### src/rtl/hdegen_prog.sv
`default_nettype none
// ============================================================================
//  Module      : hdegen_prog
//  Description : Horizontal display-enable and blank generator for the
//                GSTMCU video path. A dot counter restarts on every
//                horizontal sync. Programmable compares drive a horizontal
//                visible flag and a horizontal display-enable flag; the
//                enable set can be delayed by a programmable fine-scroll
//                amount. The flags are combined with the vertical
//                qualifiers into registered blank_n / de / hde1. The length
//                of each line is captured for mode detection.
//  Revision    : 1.0 - initial release
// ----------------------------------------------------------------------------
//  Parameters
//    CNT_W        width of the dot counter and all compare values
//    DLY_W        width of the set-delay control (max delay 2^DLY_W-1)
//  Ports
//    m2clock_i    clock, all state updates on the rising edge
//    por_i        asynchronous active-high reset
//    ihsync_i     horizontal sync; holds the line in restart while high
//    vblank_i     vertical visible qualifier (1 = visible)
//    vde_i        vertical display enable
//    hvis_on_i    count at which the visible flag sets
//    hvis_off_i   count at which the visible flag clears
//    hde_on_i     count at which a display-enable set is requested
//    hde_off_i    count at which display enable clears
//    hde_dly_i    clocks between the set request and the actual set
//    hcount_o     current counter value
//    line_len_o   counter value captured at the last sync start
//    blank_n_o    registered hvis & vblank
//    hde1_o       registered hde
//    de_o         registered hde & vde
// ============================================================================
module hdegen_prog #(
    parameter int CNT_W = 8,
    parameter int DLY_W = 3
) (
    input  logic             m2clock_i,
    input  logic             por_i,
    input  logic             ihsync_i,
    input  logic             vblank_i,
    input  logic             vde_i,
    input  logic [CNT_W-1:0] hvis_on_i,
    input  logic [CNT_W-1:0] hvis_off_i,
    input  logic [CNT_W-1:0] hde_on_i,
    input  logic [CNT_W-1:0] hde_off_i,
    input  logic [DLY_W-1:0] hde_dly_i,
    output logic [CNT_W-1:0] hcount_o,
    output logic [CNT_W-1:0] line_len_o,
    output logic             blank_n_o,
    output logic             hde1_o,
    output logic             de_o
);

    // Number of delay stages; stage k holds the request from k clocks ago.
    localparam int               DEPTH   = (1 << DLY_W) - 1;
    localparam logic [CNT_W-1:0] CNT_MAX = '1;
    localparam logic [CNT_W-1:0] CNT_ONE = CNT_W'(1);

    // ------------------------------------------------------------------
    // State
    // ------------------------------------------------------------------
    logic [CNT_W-1:0] hcount_q,   hcount_d;
    logic [CNT_W-1:0] line_len_q, line_len_d;
    logic             hsync_q;
    logic             hvis_q,     hvis_d;
    logic             hde_q,      hde_d;
    logic [DEPTH-1:0] pipe_q,     pipe_d;
    logic             blank_n_q,  blank_n_d;
    logic             hde1_q,     hde1_d;
    logic             de_q,       de_d;

    // ------------------------------------------------------------------
    // Set-request delay line
    // ------------------------------------------------------------------
    logic             w_req;
    logic             w_dreq;
    // Tap 0 is the undelayed request, tap k (k >= 1) is pipeline stage k.
    // Its width is exactly 2^DLY_W, so hde_dly_i can index it directly.
    logic [DEPTH:0]   w_taps;

    assign w_req  = (hcount_q == hde_on_i) && !ihsync_i;
    assign w_taps = {pipe_q, w_req};
    assign w_dreq = w_taps[hde_dly_i];

    // ------------------------------------------------------------------
    // Next-state logic
    // ------------------------------------------------------------------
    always_comb begin
        hcount_d   = hcount_q;
        line_len_d = line_len_q;
        hvis_d     = hvis_q;
        hde_d      = hde_q;
        pipe_d     = pipe_q;

        // Capture the pre-clear count on the first clock of sync, which
        // may be the saturated value on an over-long line.
        if (ihsync_i && !hsync_q) begin
            line_len_d = hcount_q;
        end

        if (ihsync_i) begin
            // Restart: the whole horizontal state is held cleared,
            // including any set requests still travelling the delay line.
            hcount_d = '0;
            hvis_d   = 1'b0;
            hde_d    = 1'b0;
            pipe_d   = '0;
        end else begin
            // Saturate rather than wrap so an all-ones compare keeps
            // matching on a line that runs past the counter range.
            if (hcount_q != CNT_MAX) begin
                hcount_d = hcount_q + CNT_ONE;
            end

            // Clear has priority, so on == off leaves the flag low.
            if (hcount_q == hvis_off_i) begin
                hvis_d = 1'b0;
            end else if (hcount_q == hvis_on_i) begin
                hvis_d = 1'b1;
            end

            // A delayed set that lands on the clear count is lost.
            if (hcount_q == hde_off_i) begin
                hde_d = 1'b0;
            end else if (w_dreq) begin
                hde_d = 1'b1;
            end

            pipe_d = w_taps[DEPTH-1:0];
        end
    end

    // Output stage is deliberately outside restart: it simply follows the
    // flags and qualifiers one clock later.
    always_comb begin
        blank_n_d = hvis_q & vblank_i;
        hde1_d    = hde_q;
        de_d      = hde_q & vde_i;
    end

    // ------------------------------------------------------------------
    // State registers
    // ------------------------------------------------------------------
    always_ff @(posedge m2clock_i or posedge por_i) begin
        if (por_i) begin
            hcount_q   <= '0;
            line_len_q <= '0;
            hsync_q    <= 1'b0;
            hvis_q     <= 1'b0;
            hde_q      <= 1'b0;
            pipe_q     <= '0;
            blank_n_q  <= 1'b1;
            hde1_q     <= 1'b0;
            de_q       <= 1'b0;
        end else begin
            hcount_q   <= hcount_d;
            line_len_q <= line_len_d;
            hsync_q    <= ihsync_i;
            hvis_q     <= hvis_d;
            hde_q      <= hde_d;
            pipe_q     <= pipe_d;
            blank_n_q  <= blank_n_d;
            hde1_q     <= hde1_d;
            de_q       <= de_d;
        end
    end

    // ------------------------------------------------------------------
    // Outputs
    // ------------------------------------------------------------------
    assign hcount_o   = hcount_q;
    assign line_len_o = line_len_q;
    assign blank_n_o  = blank_n_q;
    assign hde1_o     = hde1_q;
    assign de_o       = de_q;

endmodule
`default_nettype wire

### config.mk
export PLATFORM = sky130hd
export DESIGN_NAME = hdegen_prog
export DESIGN_NICKNAME = d
export VERILOG_FILES = /design/src/rtl/hdegen_prog.sv
export SDC_FILE = /design/constraint.sdc
export NUM_CORES = 1
export LEC_CHECK = 0
export ABC_AREA = 1
export BUFFER_PORTS_ARGS = -buffer_cell sky130_fd_sc_hd__buf_2
export CORE_MARGIN = 4
export CORE_UTILIZATION = 53
export CTS_CLUSTER_DIAMETER = 200
export CTS_CLUSTER_SIZE = 8
export DETAILED_ROUTE_END_ITERATION = 8
export GPL_TIMING_DRIVEN = 1
export PLACE_DENSITY = 0.9
export SLEW_MARGIN = 20
export SYNTH_ARGS = -nofsm -noshare
export SYNTH_HDL_FRONTEND = slang
export SYNTH_SLANG_ARGS = --single-unit
### constraint.sdc
create_clock -name m2clock_i -period 3.29 [get_ports m2clock_i]
set_input_delay 0.1645 -clock m2clock_i [delete_from_list [all_inputs] [get_ports m2clock_i]]
set_output_delay 0.1645 -clock m2clock_i [all_outputs]
set_load 0.02 [all_outputs]
==> results of run 1 <==
-- worst min-delay path by stage --
stage / start / endpoint / slack (ns) / cells past startpoint
2_1_floorplan: ihsync_i / hsync_q / 0.20 / 0
3_3_place_gp: vblank_i / blank_n_o / 0.34 / 3
3_5_place_dp: vblank_i / blank_n_o / 0.35 / 3
4_1_cts: vde_i / de_o / 0.02 / 3
5_1_grt: vde_i / de_o / 0.04 / 3
6_report: vde_i / de_o / 0.02 / 3
-- cells in the mapped netlist, types with 2 or more instances --
library cell,count,area share [%]
o21ai_0,12,3.6
xnor2_1,13,6.9
buf_4,3,1.4
inv_1,26,5.9
nor4_1,3,1.1
nand2_2,2,0.76
xor2_1,8,4.2
or2_2,5,1.9
nand2_1,42,9.6
inv_2,5,1.1
nand4_1,5,1.9
nor2_1,18,4.1
dfrtp_1,28,42
nand3_1,8,2.4
a21oi_1,6,1.8
o31ai_1,3,1.4
buf_2,3,0.91
o211ai_1,2,0.91
-- layout make-up --
| type | instances | share of cell area [%] |
|---|---|---|
| well taps | 31 | 1.95 |
| inverters | 31 | 5.84 |
| repair buffers | 60 | 15.6 |
| clock buffers | 6 | 2.07 |
| flip-flops and latches | 29 | 36.5 |
| clock inverters | 2 | 0.503 |
| multi-input cells | 137 | 37.6 |
-- state kept, by name, summed over array words and instances, names as in the netlist --
name	flops
pipe_q	7
blank_n_o	1
hde1_d	1
line_len_o	8
hvis_q	1
hcount_o	8
hsync_q	1
de_o	1
hde1_o	1
-- routing by layer --
| layer | track usage, % | vias to the layer above |
|---|---|---|
| li1 | - | 762 |
| met2 | 32.8 | 76 |
| met4 | 8.89 | 0 |
| met1 | 24.4 | 689 |
| met5 | 0 | - |
| met3 | 4.20 | 12 |
-- cells by family (layout without fill, tap and decap cells) --
logic type	Yosys count	after routing	synth area share (%)
simple gates	87	87	23.5
xor+xnor	21	21	11.2
flops	29	29	44.1
fa+ha+maj	1	1	0.759
compound gates	28	28	9.94
buf+inv	40	99	10.5
-- worst max-delay path, delay by kind of cell, from the launching register on --
kind	cells	cell delay [ns]
flops	1	0.54
simple gates	5	0.61
fa+ha+maj	1	0.25
compound gates	1	0.19
-- power by group through the flow --
stage	Sequential (mW)	Combinational, mW	Clock, mW
finish	0.378	0.118	0.203
global route	0.380	0.132	0.219
CTS	0.378	0.118	0.204
detailed placement	0.385	0.116	0
global placement	0.384	0.113	0
floorplan	0.391	0.0634	0
-- metrics by stage --
| step | total power [mW] | hold WS, ns | utilization [%] | worst slack (ns) | cells |
|---|---|---|---|---|---|
| 6_report | 0.700 | 0.0215 | 69.8 | 1.60 | 296 |
| 5_1_grt | 0.732 | 0.0398 | 69.8 | 1.47 | 296 |
| 4_1_cts | 0.699 | 0.0182 | 69.5 | 1.63 | 295 |
| 3_5_place_dp | 0.501 | 0.348 | 67.3 | 1.66 | 286 |
| 3_3_place_gp | 0.497 | 0.339 | 67.3 | 1.81 | 286 |
| 2_1_floorplan | 0.455 | 0.196 | - | 1.84 | 206 |
-- layout by cell type (no fill, tap or decap), types with 2 or more instances in the layout --
cell type / n
a21oi_1: 6
buf_2: 58
clkbuf_4: 5
clkinv_2: 2
dfrtp_1: 28
dlygate4sd3_1: 2
inv_1: 25
inv_2: 5
nand2_1: 42
nand2_2: 2
nand3_1: 8
nand4_1: 5
nor2_1: 18
nor4_1: 3
o211ai_1: 2
o21ai_0: 12
o31ai_1: 3
or2_2: 5
xnor2_1: 13
xor2_1: 8
==> impl_metrics.yaml, run 1 <==
detailed_routing:
  wl_met3_um: 333
  ant_nets: 0
  wl_met1_um: 1600
  wl_per_cell_um: 13.0
  drc: 0
  wl_um: 3860
  drt_iter0_markers: 87
  vias: 1539
  drtPass1Iterations: 4
  top_layer_used: "met4"
  drt-vias-per-instance: 5.20
  wl_met2_um: 1810
cts:
  clock-sinks: 29
  cts-root-buf: "clkbuf_4"
  cts_setup_buffers: 0
  cts_max_level: 2
  postCtsHoldBufs: 1
  cts_buffers: 5
  clk_pin_slew_ns: 0.09
  clk_latency_ns: 0.33
  clk_path_buf_depth: 2
  cts_tree: "done"
  ctsResizeCount: 0
grt:
  grt_max_degree: 30
  antenna_found_initial: 0
  grt_pass1_vias: 1447
  grt_usage_pct: 19.6
  grt_pass1_wl_um: 6370
  grt.overflow.total: 0
synth:
  synth_edf_count: 0
  synth_ff_type: "dfrtp_1"
  ys_seq_elements: 29
  synth.distinct_cells: 32
  async_flop_share_pct: 100
  netlist_instances: 206
  synthesis.area_mm2: 0.00165
  ys_seq_area_share_pct: 44.1
  yosys_warnings: 0
  syn_avg_cell_area_um2: 8.01
  synth_fp_nets: 247
floorplanning:
  die_area_mm2: 0.00407
  coreArea_mm2: 0.00285
  std_cell_rows: 19
  initial_core_util_pct: 57.8
  io_pins: 59
  die_x_um: 63.8
  die_y_um: 63.8
worst_setup_path:
  cp_common_cell: "nand2_1"
  endpoint_kind: "register"
  cp_cell_sequence: "ha_1 > nand2_1 > nor2_2 > nand2_1 > nor2_4 > nand2_2 > o21ai_0"
  regToRegSetupSlack_ns: 1.60
  max_stage_delay_ns: 0.54
  critPathArrivalTime_ns: 1.92
  worstPathRequired_ns: 3.53
  r2r-end: "hcount_o[1]"
  crit_end: "hcount_o[1]"
  crit_start: "hcount_o[0]"
  crit_type: "reg -> reg"
  crit_slowest_cell: "dfrtp_1"
  reg2reg_depth: 7
  critPathMaxFanout: 9
  r2r_start: "hcount_o[0]"
  critPathLaunchType: "register"
pwr:
  leakage_nw: 1.07
  comb_power_share_pct: 16.9
  p_clk_share_pct: 29.1
  swShare_pct: 28.6
  power_frac_seq_pct: 54.0
  power_switching_mw: 0.200
  ir_drop_mv: 0.198
  internal_power_mw: 0.499
  powerDensity_mw_per_mm2: 351
timing:
  fmax_mhz: 593
  tightest_slew_ns: 1.00
  setup_viol: 0
  min_period_ns: 1.69
  finalHoldViolations: 0
  rsz0062_at_grt: "false"
  slew_headroom_pct: 32.8
  fin_crit_sh_pct: 51.2
  drv_slew: 0
  skew_ns: 0.00716
  tns_ns: 0
placement:
  place_area_mm2: 0.00192
  portBuffers: 58
  globalplace.congestion: 0.920
  hpwlAfterDp_um: 2960
cells_and_area:
  multiInputGateArea_um2: 748
  area_delta_synth_final_pct: 20.8
  diodes: 0
  fin_nets: 305
  fill_cells: 247
  final_area_mm2: 0.00199
  drive_gt1_share_pct: 30.9
  regArea_um2: 727
status:
  status: "completed"
hold_path:
  hold_class: "in -> reg"
job:
  drv_cap: 0
(Power assumes the default switching activity.)
==> run 2: changes to the inputs <==
--- a/config.mk
+++ b/config.mk
@@ -5,15 +5,15 @@
 export SDC_FILE = /design/constraint.sdc
 export NUM_CORES = 1
 export LEC_CHECK = 0
-export ABC_AREA = 1
+export ABC_AREA = 0
 export BUFFER_PORTS_ARGS = -buffer_cell sky130_fd_sc_hd__buf_2
 export CORE_MARGIN = 4
-export CORE_UTILIZATION = 53
+export CORE_UTILIZATION = 49
 export CTS_CLUSTER_DIAMETER = 200
 export CTS_CLUSTER_SIZE = 8
 export DETAILED_ROUTE_END_ITERATION = 8
 export GPL_TIMING_DRIVEN = 1
-export PLACE_DENSITY = 0.9
+export PLACE_DENSITY = 0.86
 export SLEW_MARGIN = 20
 export SYNTH_ARGS = -nofsm -noshare
 export SYNTH_HDL_FRONTEND = slang
==> constraint.sdc (replaced) <==
create_clock -name m2clock_i -period 1.7 [get_ports m2clock_i]
set_input_delay 0.085 -clock m2clock_i [delete_from_list [all_inputs] [get_ports m2clock_i]]
set_output_delay 0.085 -clock m2clock_i [all_outputs]
set_load 0.02 [all_outputs]
==> impl_metrics.yaml, run 2 <==
hold_path:
  worstHoldStart: "hde_dly_i[2]"
  hold_class: "in -> reg"
  hold_depth: 3
worst_setup_path:
  crit_slowest_cell: "dfrtp_1"
  cp_cell_sequence: "ha_1 > and3_1 > a311oi_2 > xnor2_1 > nor2_1"
  critPathMaxFanout: 8
  crit_cells: 5
  r2r_start: "hcount_o[0]"
  path_buf_inv: 0
  critPathArrivalTime_ns: 1.74
  worstPathRequired_ns: 1.91
  critPathTopFamily: "flip-flops"
  regToRegSetupSlack_ns: 0.17
  crit_start: "hcount_o[0]"
  critPathLaunchType: "register"
  reg2reg_depth: 5
  endpoint_kind: "register"
  crit_type: "reg -> reg"
  max_stage_delay_ns: 0.39
synth:
  synth_compound_area_share_pct: 6.71
  synth_mux_area_share_pct: 8.61
  synth_top_cells_by_count: "xor2_1, dfrtp_1, mux2_2, nor2b_1, nor4_1"
  synth_ff_type: "dfrtp_1"
  synth_xor_area_share_pct: 19.4
  yosysTopAreaCellShare_pct: 44.2
  synth_top_family_by_area: "XOR/XNOR gates"
  synth.distinct_cells: 31
  async_flop_share_pct: 100
  synth_most_common_cell: "xor2_1"
  synthesis.area_mm2: 0.00158
  synth_fa_ha_area_share_pct: 0.790
  synth_fp_nets: 183
  ys_seq_elements: 29
  synthTopCellsByArea: "dfrtp_1, xor2_1, mux2_2, nor2b_1, nor4_1"
  syn_avg_cell_area_um2: 11.2
  netlist_instances: 142
  yosys_warnings: 0
  ys_seq_area_share_pct: 45.9
  yosys.area.top_type: "dfrtp_1"
  synth_edf_count: 0
  synthSimpleGateAreaFrac_pct: 12.7
timing:
  fin_hold_ws_ns: 0.0947
  fmax_mhz: 653
  slew_headroom_pct: 71.1
  drv_slew: 0
  finalHoldViolations: 0
  fin_crit_sh_pct: 90.0
  tightest_slew_ns: 0.433
  tns_ns: 0
  skew_ns: 0.00410
  min_period_ns: 1.53
  rsz0062_at_grt: "false"
  setup_viol: 0
placement:
  globalplace.congestion: 0.867
  hpwlAfterDp_um: 2690
  place_area_mm2: 0.00193
  portBuffers: 58
  dp.cells: 242
cells_and_area:
  finish.utilization_pct: 65.3
  fin_nets: 249
  final_area_mm2: 0.00201
  diodes: 0
  final-instance-count-excl-fill: 252
  area_delta_synth_final_pct: 26.9
  final_cell_mix: "buf_2, xor2_1, dfrtp_1"
  drive_gt1_share_pct: 40.9
  layout_commonest_cell: "buf_2"
cts:
  cts_tree: "done"
  clock-sinks: 29
  cts_setup_buffers: 0
  ctsResizeCount: 0
  postCtsHoldBufs: 3
  cts_max_level: 2
  clk_pin_slew_ns: 0.09
  clk_path_buf_depth: 2
  cts_buffers: 5
  clk_latency_ns: 0.32
  cts-root-buf: "clkbuf_4"
detailed_routing:
  drc: 0
  wl_per_cell_um: 13.9
  ant_nets: 0
  drt-vias-per-instance: 5.04
  drt_iter0_markers: 38
  wl_um: 3510
  drtPass1Iterations: 4
  vias: 1270
grt:
  grt.overflow.total: 0
  grt_busiest_layer: "met2"
  met2_usage_pct: 28.1
  antenna_found_initial: 0
  grt_max_degree: 20
  grt_usage_pct: 18.3
  grt_pass1_wl_um: 5800
  grt_pass1_vias: 1288
  grt_util_met3_pct: 4.68
  use_met1_pct: 23.0
floorplanning:
  std_cell_rows: 20
  initial_core_util_pct: 51.5
  die_area_mm2: 0.00421
  die_y_um: 64.9
  die_x_um: 64.9
  io_pins: 59
  coreArea_mm2: 0.00308
pwr:
  comb_power_share_pct: 17.0
  power_frac_seq_pct: 52.4
  swShare_pct: 26.2
  power_switching_mw: 0.360
  powerDensity_mw_per_mm2: 683
  leakage_nw: 1.12
  p_clk_share_pct: 30.6
  internal_power_mw: 1.01
  ir_drop_mv: 0.383
status:
  status: "completed"
job:
  drv_cap: 0
[run 2: worst reg2reg max path: cells and delay by family, from the launching register on]
kind,cells,cell delay (ns)
DFF,1,0.39
and+or+nand+nor,2,0.33
AOI/OAI and AO/OA,1,0.32
adders and majority gates,1,0.22
xor gates and xnor gates,1,0.17
[run 2: path summary, 6_finish.rpt]
check,to
min in group asynchronous,line_len_o[4]
min,hde1_d
min reg2reg,hde1_o
max in group asynchronous,blank_n_o
max,hcount_o[5]
max reg2reg,hcount_o[5]
[run 2: cell type report]
cell class	instances	area [um^2]
fill	250	1070
multi-input combinational	98	763
inverter	2	7.51
tap	44	55.1
timing repair buffer	72	403
clock buffer	7	55.1
sequential	29	727
[run 2: per-layer routing]
layer	routed length, um	vias to the layer above	share of wire, %
li1	-	617	-
met3	251	13	7.1
met4	117	0	3.3
met2	1620	48	46
met5	0	-	0
met1	1520	592	43
[run 2: kinds of logic after synthesis]
group	after synthesis
and+or+nand+nor	36
xor gates and xnor gates	35
DFF	29
AOI/OAI and AO/OA	15
buffers and inverters	15
muxes	11
adders and majority gates	1
[run 2: stage by stage]
stage / setup slack [ns] / total power [mW]
CTS: 0.153 / 1.38
global placement: 0.251 / 0.960
global route: 0.00449 / 1.45
finish: 0.170 / 1.37
detailed placement: 0.192 / 0.963
floorplan: 0.122 / 0.860
[run 2: power by group through the flow]
stage,registers (mW),logic [mW],clock network (mW)
after floorplan,0.753,0.107,0
after global routing,0.723,0.258,0.466
after CTS,0.720,0.235,0.430
after global placement,0.733,0.228,0
after detailed placement,0.733,0.230,0
final,0.720,0.234,0.420
==> run 3: changes to the inputs <==
--- a/config.mk
+++ b/config.mk
@@ -5,7 +5,7 @@
 export SDC_FILE = /design/constraint.sdc
 export NUM_CORES = 1
 export LEC_CHECK = 0
-export ABC_AREA = 0
+export ABC_AREA = 1
 export BUFFER_PORTS_ARGS = -buffer_cell sky130_fd_sc_hd__buf_2
 export CORE_MARGIN = 4
 export CORE_UTILIZATION = 49
@@ -13,7 +13,7 @@
 export CTS_CLUSTER_SIZE = 8
 export DETAILED_ROUTE_END_ITERATION = 8
 export GPL_TIMING_DRIVEN = 1
-export PLACE_DENSITY = 0.86
+export PLACE_DENSITY = 0.85
 export SLEW_MARGIN = 20
 export SYNTH_ARGS = -nofsm -noshare
 export SYNTH_HDL_FRONTEND = slang
==> impl_metrics.yaml, run 3 (synthesized netlist as in run 1, its figures left out) <==
cells_and_area:
  final_cell_mix: "buf_2, nand2_1, inv_1, dfrtp_1, nor2_1"
  layout_commonest_cell: "buf_2"
  fin_nets: 310
  area_delta_synth_final_pct: 24.5
  final_area_mm2: 0.00205
  diodes: 0
  drive_gt1_share_pct: 32.2
cts:
  clk_latency_ns: 0.33
  cts_buffers: 5
  cts_max_level: 2
  clk_path_buf_depth: 2
  cts_tree: "done"
  clk_pin_slew_ns: 0.09
  clock-sinks: 29
  cts_setup_buffers: 0
  cts-root-buf: "clkbuf_4"
detailed_routing:
  drc: 0
  wl_um: 3910
  drtPass1Iterations: 4
  vias: 1542
  drt_iter0_markers: 76
  wl_per_cell_um: 12.4
  drt-vias-per-instance: 4.91
  ant_nets: 0
grt:
  grt_max_degree: 30
  antenna_found_initial: 0
  grt_usage_pct: 19.2
  grt_pass1_wl_um: 6470
  grt.overflow.total: 0
  grt_pass1_vias: 1459
timing:
  min_period_ns: 1.49
  tightest_slew_ns: 0.451
  fin_crit_sh_pct: 87.5
  finalHoldViolations: 0
  fmax_mhz: 672
  tns_ns: 0
  setup_viol: 0
  slew_headroom_pct: 70.0
  rsz0062_at_grt: "false"
  finalWorstSetupSlack_ns: 0.212
  drv_slew: 0
  skew_ns: 0.00771
pwr:
  powerDensity_mw_per_mm2: 666
  total_power_mw: 1.37
  ir_drop_mv: 0.299
  leakage_nw: 1.10
floorplanning:
  die_x_um: 66.0
  coreArea_mm2: 0.00313
  initial_core_util_pct: 52.7
  die_y_um: 66.0
  io_pins: 59
  die_area_mm2: 0.00436
  std_cell_rows: 20
hold_path:
  hold_depth: 4
  hold_class: "in -> reg"
placement:
  hpwlAfterDp_um: 2970
  globalplace.congestion: 0.887
  portBuffers: 58
  post-place-ws_ns: 0.220
  place_area_mm2: 0.00196
worst_setup_path:
  critPathLaunchType: "register"
  critPathMaxFanout: 9
  worstPathRequired_ns: 1.96
  critPathArrivalTime_ns: 1.75
  reg2reg_depth: 12
  crit_type: "reg -> reg"
  endpoint_kind: "register"
status:
  status: "completed"
job:
  drv_cap: 0
## run 3: cell types whose count changed in the layout (fill, tap and decap cells not counted), moves of 10 or more
cell     delta
nor2_1     +12
xor2_1     -24
o21ai_0    +11
inv_1      +24
nand2_1    +40
xnor2_1    +10
## run 3: metrics by stage
step	cells	util (%)	hold WS, ns
2_1_floorplan	206	-	0.116
3_3_place_gp	302	62.6	0.166
3_5_place_dp	302	62.6	0.169
4_1_cts	313	65.2	0.00207
5_1_grt	314	65.6	0.0444
6_report	314	65.6	0.0361
## run 3: critical path, stage by stage, from the launching register on
cell and delay (ns):
dfrtp_1 0.59, inv_2 0.11, nand2_1 0.08, nand2_1 0.05
inv_1 0.05, nand3_1 0.05, nor2_1 0.11, nand2_1 0.08
nand2_1 0.06, nand2_1 0.04, nand2_1 0.05, nand2_1 0.06
a21oi_2 0.10
## run 3: power by group
part           total (mW)  switching (mW)  internal [mW]
logic               0.243           0.136          0.106
clock network       0.398           0.241          0.157
registers           0.726          0.0163          0.710
## run 3: path summary, 6_finish.rpt
kind	slack [ns]	from	to
setup / recovery	0.21	hcount_o[5]	hde1_d
hold / removal	0.04	hde_dly_i[2]	hde1_d
setup reg to reg	0.21	hcount_o[5]	hde1_d
hold reg to reg	0.42	hde1_d	hde1_o
max in group asynchronous	1.03	por_i	blank_n_o
min in group asynchronous	0.35	por_i	pipe_q[5]
## run 3: cell type report
type,count,area (um^2)
repair buffers,65,353
multi-input cells,137,748
inverters,31,116
fillers,281,1070
clock buffers,6,41.3
well taps,44,55.1
flip-flops and latches,29,729
clock inverters,2,10.0
## run 3: metal layers
| layer | vias to the layer above | global-route usage, % | wire length (um) |
|---|---|---|---|
| met3 | 9 | 3.57 | 316 |
| met2 | 71 | 30.9 | 1850 |
| li1 | 769 | - | - |
| met4 | 0 | 8.12 | 79 |
| met5 | - | 0 | 0 |
| met1 | 693 | 25.3 | 1660 |
## run 3: what timing repair did
action / CTS / global route
hold buffers: 3 / 1
setup endpoints to repair: 0 / 1
hold endpoints to repair: 30 / 1
gates resized for setup: 0 / 2
